[config.mk]
export PLATFORM = sky130hd
export DESIGN_NAME = multicycle_control_unit
export DESIGN_NICKNAME = d
export VERILOG_FILES = /design/src/rtl/multicycle_control_unit.sv
export SDC_FILE = /design/constraint.sdc
export NUM_CORES = 1
export LEC_CHECK = 0
export ABC_CLOCK_PERIOD_IN_PS = 1600
export CAP_MARGIN = 20
export CORE_UTILIZATION = 26
export DETAILED_ROUTE_END_ITERATION = 8
export PLACE_DENSITY = 0.8
export SETUP_SLACK_MARGIN = 0.05
export SYNTH_ARGS = -nofsm -noshare
export SYNTH_HDL_FRONTEND = slang
export SYNTH_SLANG_ARGS = --single-unit
[constraint.sdc]
create_clock -name clk -period 1.6 [get_ports clk]
set_input_delay 0.24 -clock clk [delete_from_list [all_inputs] [get_ports clk]]
set_output_delay 0.24 -clock clk [all_outputs]
set_load 0.005 [all_outputs]
[src/rtl/multicycle_control_unit.sv]
// multicycle_control_unit: IF/ID/EX/MEM/WB sequencer for the multicycle RV32I core.
// Define MCU_PERF_CNT_EN to build the cycle_count / instret performance counters.
module multicycle_control_unit #(
    parameter int CNT_W       = 32,
    parameter int MEM_TIMEOUT = 0
) (
    input  logic             clk,
    input  logic             reset_n,
    input  logic [6:0]       opcode,
    input  logic             alu_bcond,
    input  logic             is_halt_val,
    input  logic             mem_ready,
    output logic             pc_write,
    output logic             pc_source,
    output logic             i_or_d,
    output logic             mem_read,
    output logic             mem_write,
    output logic             ir_write,
    output logic             reg_write,
    output logic [1:0]       wb_sel,
    output logic [1:0]       alu_src_a,
    output logic [1:0]       alu_src_b,
    output logic [1:0]       alu_op_sel,
    output logic             halted,
    output logic             error,
    output logic [3:0]       state,
    output logic [CNT_W-1:0] cycle_count,
    output logic [CNT_W-1:0] instret
);

    typedef enum logic [3:0] {
        S_INIT  = 4'd0,
        S_IF    = 4'd1,
        S_ID    = 4'd2,
        S_EX    = 4'd3,
        S_MEM   = 4'd4,
        S_WB    = 4'd5,
        S_ECALL = 4'd6,
        S_HALT  = 4'd7
    } state_t;

    localparam logic [6:0] OP_LOAD   = 7'b0000011;
    localparam logic [6:0] OP_STORE  = 7'b0100011;
    localparam logic [6:0] OP_ARITH  = 7'b0110011;
    localparam logic [6:0] OP_ARITHI = 7'b0010011;
    localparam logic [6:0] OP_BRANCH = 7'b1100011;
    localparam logic [6:0] OP_JAL    = 7'b1101111;
    localparam logic [6:0] OP_JALR   = 7'b1100111;
    localparam logic [6:0] OP_SYSTEM = 7'b1110011;

    localparam logic [1:0] ALU_ADD    = 2'b00;
    localparam logic [1:0] ALU_FUNCT  = 2'b01;
    localparam logic [1:0] ALU_BRANCH = 2'b10;
    localparam logic [1:0] SRCA_PC    = 2'b00;
    localparam logic [1:0] SRCA_OLDPC = 2'b01;
    localparam logic [1:0] SRCA_A     = 2'b10;
    localparam logic [1:0] SRCB_B     = 2'b00;
    localparam logic [1:0] SRCB_FOUR  = 2'b01;
    localparam logic [1:0] SRCB_IMM   = 2'b10;
    localparam logic [1:0] WB_ALUOUT  = 2'b00;
    localparam logic [1:0] WB_MDR     = 2'b01;
    localparam logic [1:0] WB_PC      = 2'b10;

    // Wait counter only needs to reach MEM_TIMEOUT-1: the last allowed cycle.
    localparam int WAIT_W = (MEM_TIMEOUT > 1) ? $clog2(MEM_TIMEOUT) : 1;
    localparam logic [WAIT_W-1:0] WAIT_LAST = WAIT_W'((MEM_TIMEOUT > 0) ? MEM_TIMEOUT - 1 : 0);

    state_t            state_reg, state_next;
    logic              error_reg;
    logic [WAIT_W-1:0] wait_cnt_reg;
    logic              timeout_hit;
    logic              timeout_fire;
    logic              is_load;

    assign timeout_hit = (MEM_TIMEOUT != 0) && (wait_cnt_reg == WAIT_LAST);
    assign is_load     = (opcode == OP_LOAD);

    always_comb begin
        state_next   = state_reg;
        timeout_fire = 1'b0;
        pc_write     = 1'b0;
        pc_source    = 1'b0;
        i_or_d       = 1'b0;
        mem_read     = 1'b0;
        mem_write    = 1'b0;
        ir_write     = 1'b0;
        reg_write    = 1'b0;
        wb_sel       = WB_ALUOUT;
        alu_src_a    = SRCA_PC;
        alu_src_b    = SRCB_B;
        alu_op_sel   = ALU_ADD;
        case (state_reg)
            S_INIT: state_next = S_IF;
            S_IF: begin
                mem_read  = 1'b1;
                alu_src_a = SRCA_PC;
                alu_src_b = SRCB_FOUR;
                if (mem_ready) begin
                    ir_write   = 1'b1;
                    pc_write   = 1'b1;
                    state_next = S_ID;
                end else if (timeout_hit) begin
                    timeout_fire = 1'b1;
                    state_next   = S_HALT;
                end
            end
            S_ID: begin
                alu_src_a  = SRCA_OLDPC;
                alu_src_b  = SRCB_IMM;
                state_next = (opcode == OP_SYSTEM) ? S_ECALL : S_EX;
            end
            S_EX: begin
                state_next = S_IF;
                case (opcode)
                    OP_ARITH: begin
                        alu_src_a  = SRCA_A;
                        alu_src_b  = SRCB_B;
                        alu_op_sel = ALU_FUNCT;
                        state_next = S_WB;
                    end
                    OP_ARITHI: begin
                        alu_src_a  = SRCA_A;
                        alu_src_b  = SRCB_IMM;
                        alu_op_sel = ALU_FUNCT;
                        state_next = S_WB;
                    end
                    OP_LOAD, OP_STORE: begin
                        alu_src_a  = SRCA_A;
                        alu_src_b  = SRCB_IMM;
                        state_next = S_MEM;
                    end
                    OP_BRANCH: begin
                        alu_src_a  = SRCA_A;
                        alu_src_b  = SRCB_B;
                        alu_op_sel = ALU_BRANCH;
                        pc_write   = alu_bcond;
                        pc_source  = 1'b1;
                    end
                    // ALUOut already holds old_pc+imm from ID; PC already holds the link value.
                    OP_JAL: begin
                        pc_write  = 1'b1;
                        pc_source = 1'b1;
                        reg_write = 1'b1;
                        wb_sel    = WB_PC;
                    end
                    OP_JALR: begin
                        alu_src_a = SRCA_A;
                        alu_src_b = SRCB_IMM;
                        pc_write  = 1'b1;
                        pc_source = 1'b0;
                        reg_write = 1'b1;
                        wb_sel    = WB_PC;
                    end
                    default: state_next = S_IF;
                endcase
            end
            S_MEM: begin
                i_or_d    = 1'b1;
                mem_read  = is_load;
                mem_write = !is_load;
                if (mem_ready) begin
                    state_next = is_load ? S_WB : S_IF;
                end else if (timeout_hit) begin
                    timeout_fire = 1'b1;
                    state_next   = S_HALT;
                end
            end
            S_WB: begin
                reg_write  = 1'b1;
                wb_sel     = is_load ? WB_MDR : WB_ALUOUT;
                state_next = S_IF;
            end
            S_ECALL: state_next = is_halt_val ? S_HALT : S_IF;
            S_HALT:  state_next = S_HALT;
            default: state_next = S_INIT;
        endcase
    end

    always_ff @(posedge clk or negedge reset_n) begin
        if (!reset_n) begin
            state_reg    <= S_INIT;
            error_reg    <= 1'b0;
            wait_cnt_reg <= '0;
        end else begin
            state_reg <= state_next;
            if (timeout_fire) begin
                error_reg <= 1'b1;
            end
            if (state_next != state_reg) begin
                wait_cnt_reg <= '0;
            end else if (state_reg == S_IF || state_reg == S_MEM) begin
                wait_cnt_reg <= wait_cnt_reg + 1'b1;
            end
        end
    end

    assign state  = state_reg;
    assign halted = (state_reg == S_HALT);
    assign error  = error_reg;

`ifdef MCU_PERF_CNT_EN
    logic [CNT_W-1:0] cycle_count_reg;
    logic [CNT_W-1:0] instret_reg;
    logic             retire;

    assign retire = (state_next == S_IF) &&
                    (state_reg == S_EX || state_reg == S_MEM ||
                     state_reg == S_WB || state_reg == S_ECALL);

    always_ff @(posedge clk or negedge reset_n) begin
        if (!reset_n) begin
            cycle_count_reg <= '0;
            instret_reg     <= '0;
        end else begin
            if (state_reg != S_INIT && state_reg != S_HALT) begin
                cycle_count_reg <= cycle_count_reg + 1'b1;
            end
            if (retire) begin
                instret_reg <= instret_reg + 1'b1;
            end
        end
    end

    assign cycle_count = cycle_count_reg;
    assign instret     = instret_reg;
`else
    assign cycle_count = '0;
    assign instret     = '0;
`endif

endmodule

== Word-level counts from Yosys, hierarchy flattened ==
Cells that the tools add are included.

* $add $sub $neg: 0
* Multiply operators: 0
* Divide/modulo/power cells: 0
* Magnitude comparators: 0
* Equal/unequal tests: 17
* Shifts and indexed selects: 0
* Multiplexer cells: 27
* Bitwise operators: 0
* Reduce and logical (&&, ||, !) cells: 10

{| class="wikitable"
|+ Operators with widths
! kind !! count
|-
| == test 7 bit (second input constant) || 4
|-
| case mux 4 bit (7 select lines) || 1
|-
| == test 4 x 3 -> 1 bit (second input constant) || 4
|-
| == test 7 x 6 -> 1 bit (second input constant) || 2
|-
| case mux 2 bit (2 select lines) || 3
|-
| OR reduction 2 bit || 5
|-
| two-way mux 3 bit || 3
|-
| == test 4 x 2 -> 1 bit (second input constant) || 2
|-
| two-way mux 1 bit || 8
|-
| two-way mux 2 bit || 4
|-
| two-way mux 4 bit || 2
|-
| case mux 1 bit (2 select lines) || 4
|-
| == test 7 x 2 -> 1 bit (second input constant) || 1
|-
| == test 7 x 5 -> 1 bit (second input constant) || 1
|-
| case mux 2 bit (3 select lines) || 1
|-
| case mux 3 bit (2 select lines) || 1
|-
| OR reduction 6 bit || 1
|-
| == test 4 x 1 -> 1 bit (second input constant) || 1
|-
| zero test 4 bit || 1
|-
| != test 2 bit (second input constant) || 2
|-
| OR reduction 4 bit || 1
|-
| AND reduction 2 bit || 1
|-
| zero test 1 bit || 1
|}

* Bits in registers: 4
* Bits in latches: 0
* Bits in writable memories: 0
* Memory bits (read-only): 0
* Input port bits: 12
* Output and inout bits: 85
* Logic and storage cells: 55
* Memories: 0

== Logic depth before layout (Yosys ltp) ==
* Depth in word-level cells: 4
* Depth in mapped cells: 4
* Depth with buffers taken out: 4

== Worst setup path after synthesis ==
Ideal clock, no wire load.

* Path type: register -> output
* From: register state_reg[2] (netlist: state[2])
* To: output alu_src_b[1]
* Arrival time: 1.359 ns
* Data required time: 1.360 ns
* Slack: 0.001 ns
* Stages on the path, launching flop included: 5
* Cell sequence: dfrtp_1 -> nand2b_1 -> or4b_1 -> buf_2 -> o31ai_2

* Longest elaborated chain between the ends: 2

{| class="wikitable"
|+ Ends and longest elaborated chain
! element !! RTL line !! source
|-
| start, declared || 68 || <nowiki>state_t state_reg, state_next;</nowiki>
|-
| start signal, assigned || 185 || <nowiki>state_reg <= state_next;</nowiki>
|-
| == test 4 x 2 -> 1 bit / == test 4 x 1 -> 1 bit (equally long branches) || 92 || <nowiki>case (state_reg)</nowiki>
|-
| case mux 2 bit (3 select lines) (*) || 92 ||
|-
| end, declared || 22 || <nowiki>output logic [1:0] alu_src_b,</nowiki>
|}

Mark *: on every way between the ends. The rest lies on a longest branch, timed or not.

== Worst setup path in the final report ==
Ends and elaborated chain as after synthesis.

==> reports/qor.yml <==
drtAntennaViolNets: 0
cts_tree: "yes"
peakVddDrop_mv: 0.203
layout_setup_ws_ns: -0.380
worstPathRequired_ns: 1.36
yosys-top-cells-area: "buf_4, dfrtp_1, o21ai_0"
grt_util_all_layers_pct: 11.9
antenna_found_initial: 0
clk_pin_slew_ns: 0.05
start_kind: "flop"
clockBufferDepth: 2
syn_inst: 123
num_rows: 21
core_area_um2: 3340
die_h_um: 60.9
path_max_fanout: 5
mostFrequentLayoutCells: "conb_1, buf_4, buf_2, buf_6"
status: "finished, violations left"
worst_ep_arrival_time_ns: 1.74
synth.largest_area_cell: "buf_4"
dp_hpwl_um: 1550
hold_viol: 0
cap_violations: 0
initial_core_util_pct: 27.0
endpoint_kind: "primary output"
gp_congestion: 0.744
cts.sinks: 3
largest_register_ffs: 3
cts_buffers: 3
fin_nets: 203
h-tree-depth: 1
finalSetupViolCount: 17
gr-usage-met3_pct: 2.35
drt-total-wl_um: 2330
final_common_cell: "conb_1"
crit_type: "flop to primary output"
grt_pass1_wl_um: 3230
antennaDiodeCount: 0
syn_avg_cell_area_um2: 7.32
syn_area_um2: 901
grt_max_degree: 8
grt_pass1_vias: 758
hold_path.class: "input port to async pin"
period_share_pct: 124
drtIter0Drc: 22
synth_seq_cells: 3
met1_usage_pct: 10.7
hold_buffers: 0
holdWs_ns: 0.168
viasPerCell: 3.69
p_leak_nw: 0.766
post-route-cell-area_um2: 1380
fin_skew_ns: 0.0119
die-area_um2: 3700
yosysWarnings: 0
dr.pass1.iters: 4
wl_per_cell_um: 9.89
area_delta_synth_final_pct: 53.2
fill_cells: 357
grt_remaining_overflow: 0
dieWidth_um: 60.9
drc_errors: 0
drive_gt1_share_pct: 44.7
grtUsageMet2_pct: 23.7
period_needed_ns: 1.98
yosysTopAreaCellShare_pct: 55.0
grt_busiest_layer: "met2"
postPlaceCellArea_um2: 1150
synth_cell_types: 30
drv_slew: 0
via_count: 871
final_util_pct: 41.4
failed_checks: "negative setup slack"
power.density_nw_per_um2: 703
cts-root-buf: "clkbuf_4"
clock_latency_ns: 0.25
port_buffers: 30
rsz0062_at_grt: "yes"
ioPinCount: 97
yosysSeqAreaShare_pct: 8.33
fmax_mhz: 505
-- metrics by stage --
stage	power [W]	setup TNS, ns	instances	worst slack, ns
2_1_floorplan	0.000442	0	188	0.00318
3_3_place_gp	0.000641	-7.83	214	-0.836
3_5_place_dp	0.000648	-8.18	214	-0.895
4_1_cts	0.000939	-2.30	233	-0.360
5_1_grt	0.00105	-4.02	236	-0.419
6_report	0.000970	-3.32	236	-0.380
-- timing repair --
item	4_1_cts	5_1_grt
endpoints found under the setup margin	18	18
buffers inserted	17	7
resized for setup	111	13
pin swaps	13	4
hold endpoints to repair	0	0
-- power by group --
part	internal (W)	leakage (nW)	switching, W
Clock	0.0000943	0.0150	0.0000526
Sequential	0.0000954	0.0368	0.0000143
Combinational	0.000410	0.714	0.000303
Total	0.000600	0.766	0.000370
-- worst paths after layout --
kind	from	depth (start not counted)	slack, ns	end
hold / removal	reset_n	1	0.17	state[2]$_DFFE_PN0P_
setup / recovery	state[2]$_DFFE_PN0P_	5	-0.38	alu_src_b[1]
max in group asynchronous	reset_n	1	1.28	state[0]$_DFFE_PN0P_
min in group clk	opcode[5]	4	0.54	state[2]$_DFFE_PN0P_
setup reg to reg	state[2]$_DFFE_PN0P_	9	-0.01	state[2]$_DFFE_PN0P_
hold reg to reg	state[1]$_DFFE_PN0P_	3	0.72	state[1]$_DFFE_PN0P_
-- worst max-delay path, cell delays in order, from the launching register on --
cell	delay, ns
dfrtp_1	0.38
nand2b_4	0.15
or4b_4	0.52
buf_6	0.14
o31ai_4	0.15
buf_2	0.15
-- cells in the mapped netlist, drive strengths merged --
cell type / count
nor2: 3
nand3: 2
nor3: 3
nor4: 1
clkbuf: 2
nor3b: 2
nand4bb: 1
nor2b: 2
a21oi: 1
o21a: 2
o31ai: 1
o2111ai: 1
nand2b: 2
nand4: 1
dfrtp: 3
or4b: 1
and3: 3
o21ai: 7
or3b: 2
buf: 68
nand2: 3
xor2: 1
inv: 4
and4bb: 2
a31oi: 2
a21o: 1
and2: 1
conb: 1
-- cell families (layout without fill, tap and decap cells) --
kind of cell    Yosys count  in the layout  share of synthesized area, %
buf+inv                  74             76                          58.6
simple gates             29             29                          21.0
compound gates           15             15                          10.7
flops                     3              3                          8.33
other cells               1             66                         0.416
xor+xnor                  1              1                         0.972
-- cell type report --
| type | count | area [um2] | area share [%] |
|---|---|---|---|
| well taps | 46 | 57.6 | 4.17 |
| flip-flops and latches | 3 | 75.1 | 5.44 |
| clock buffers | 4 | 26.3 | 1.90 |
| multi-input cells | 111 | 661 | 47.9 |
| inverters | 4 | 15.0 | 1.09 |
| repair buffers | 68 | 546 | 39.5 |
-- per-layer routing --
layer | up-vias | part of all wire, %
met4 | 0 | 2.0
met2 | 58 | 57
met3 | 6 | 7.8
li1 | 407 | -
met5 | - | 0
met1 | 400 | 33
(Power assumes the default switching activity.)
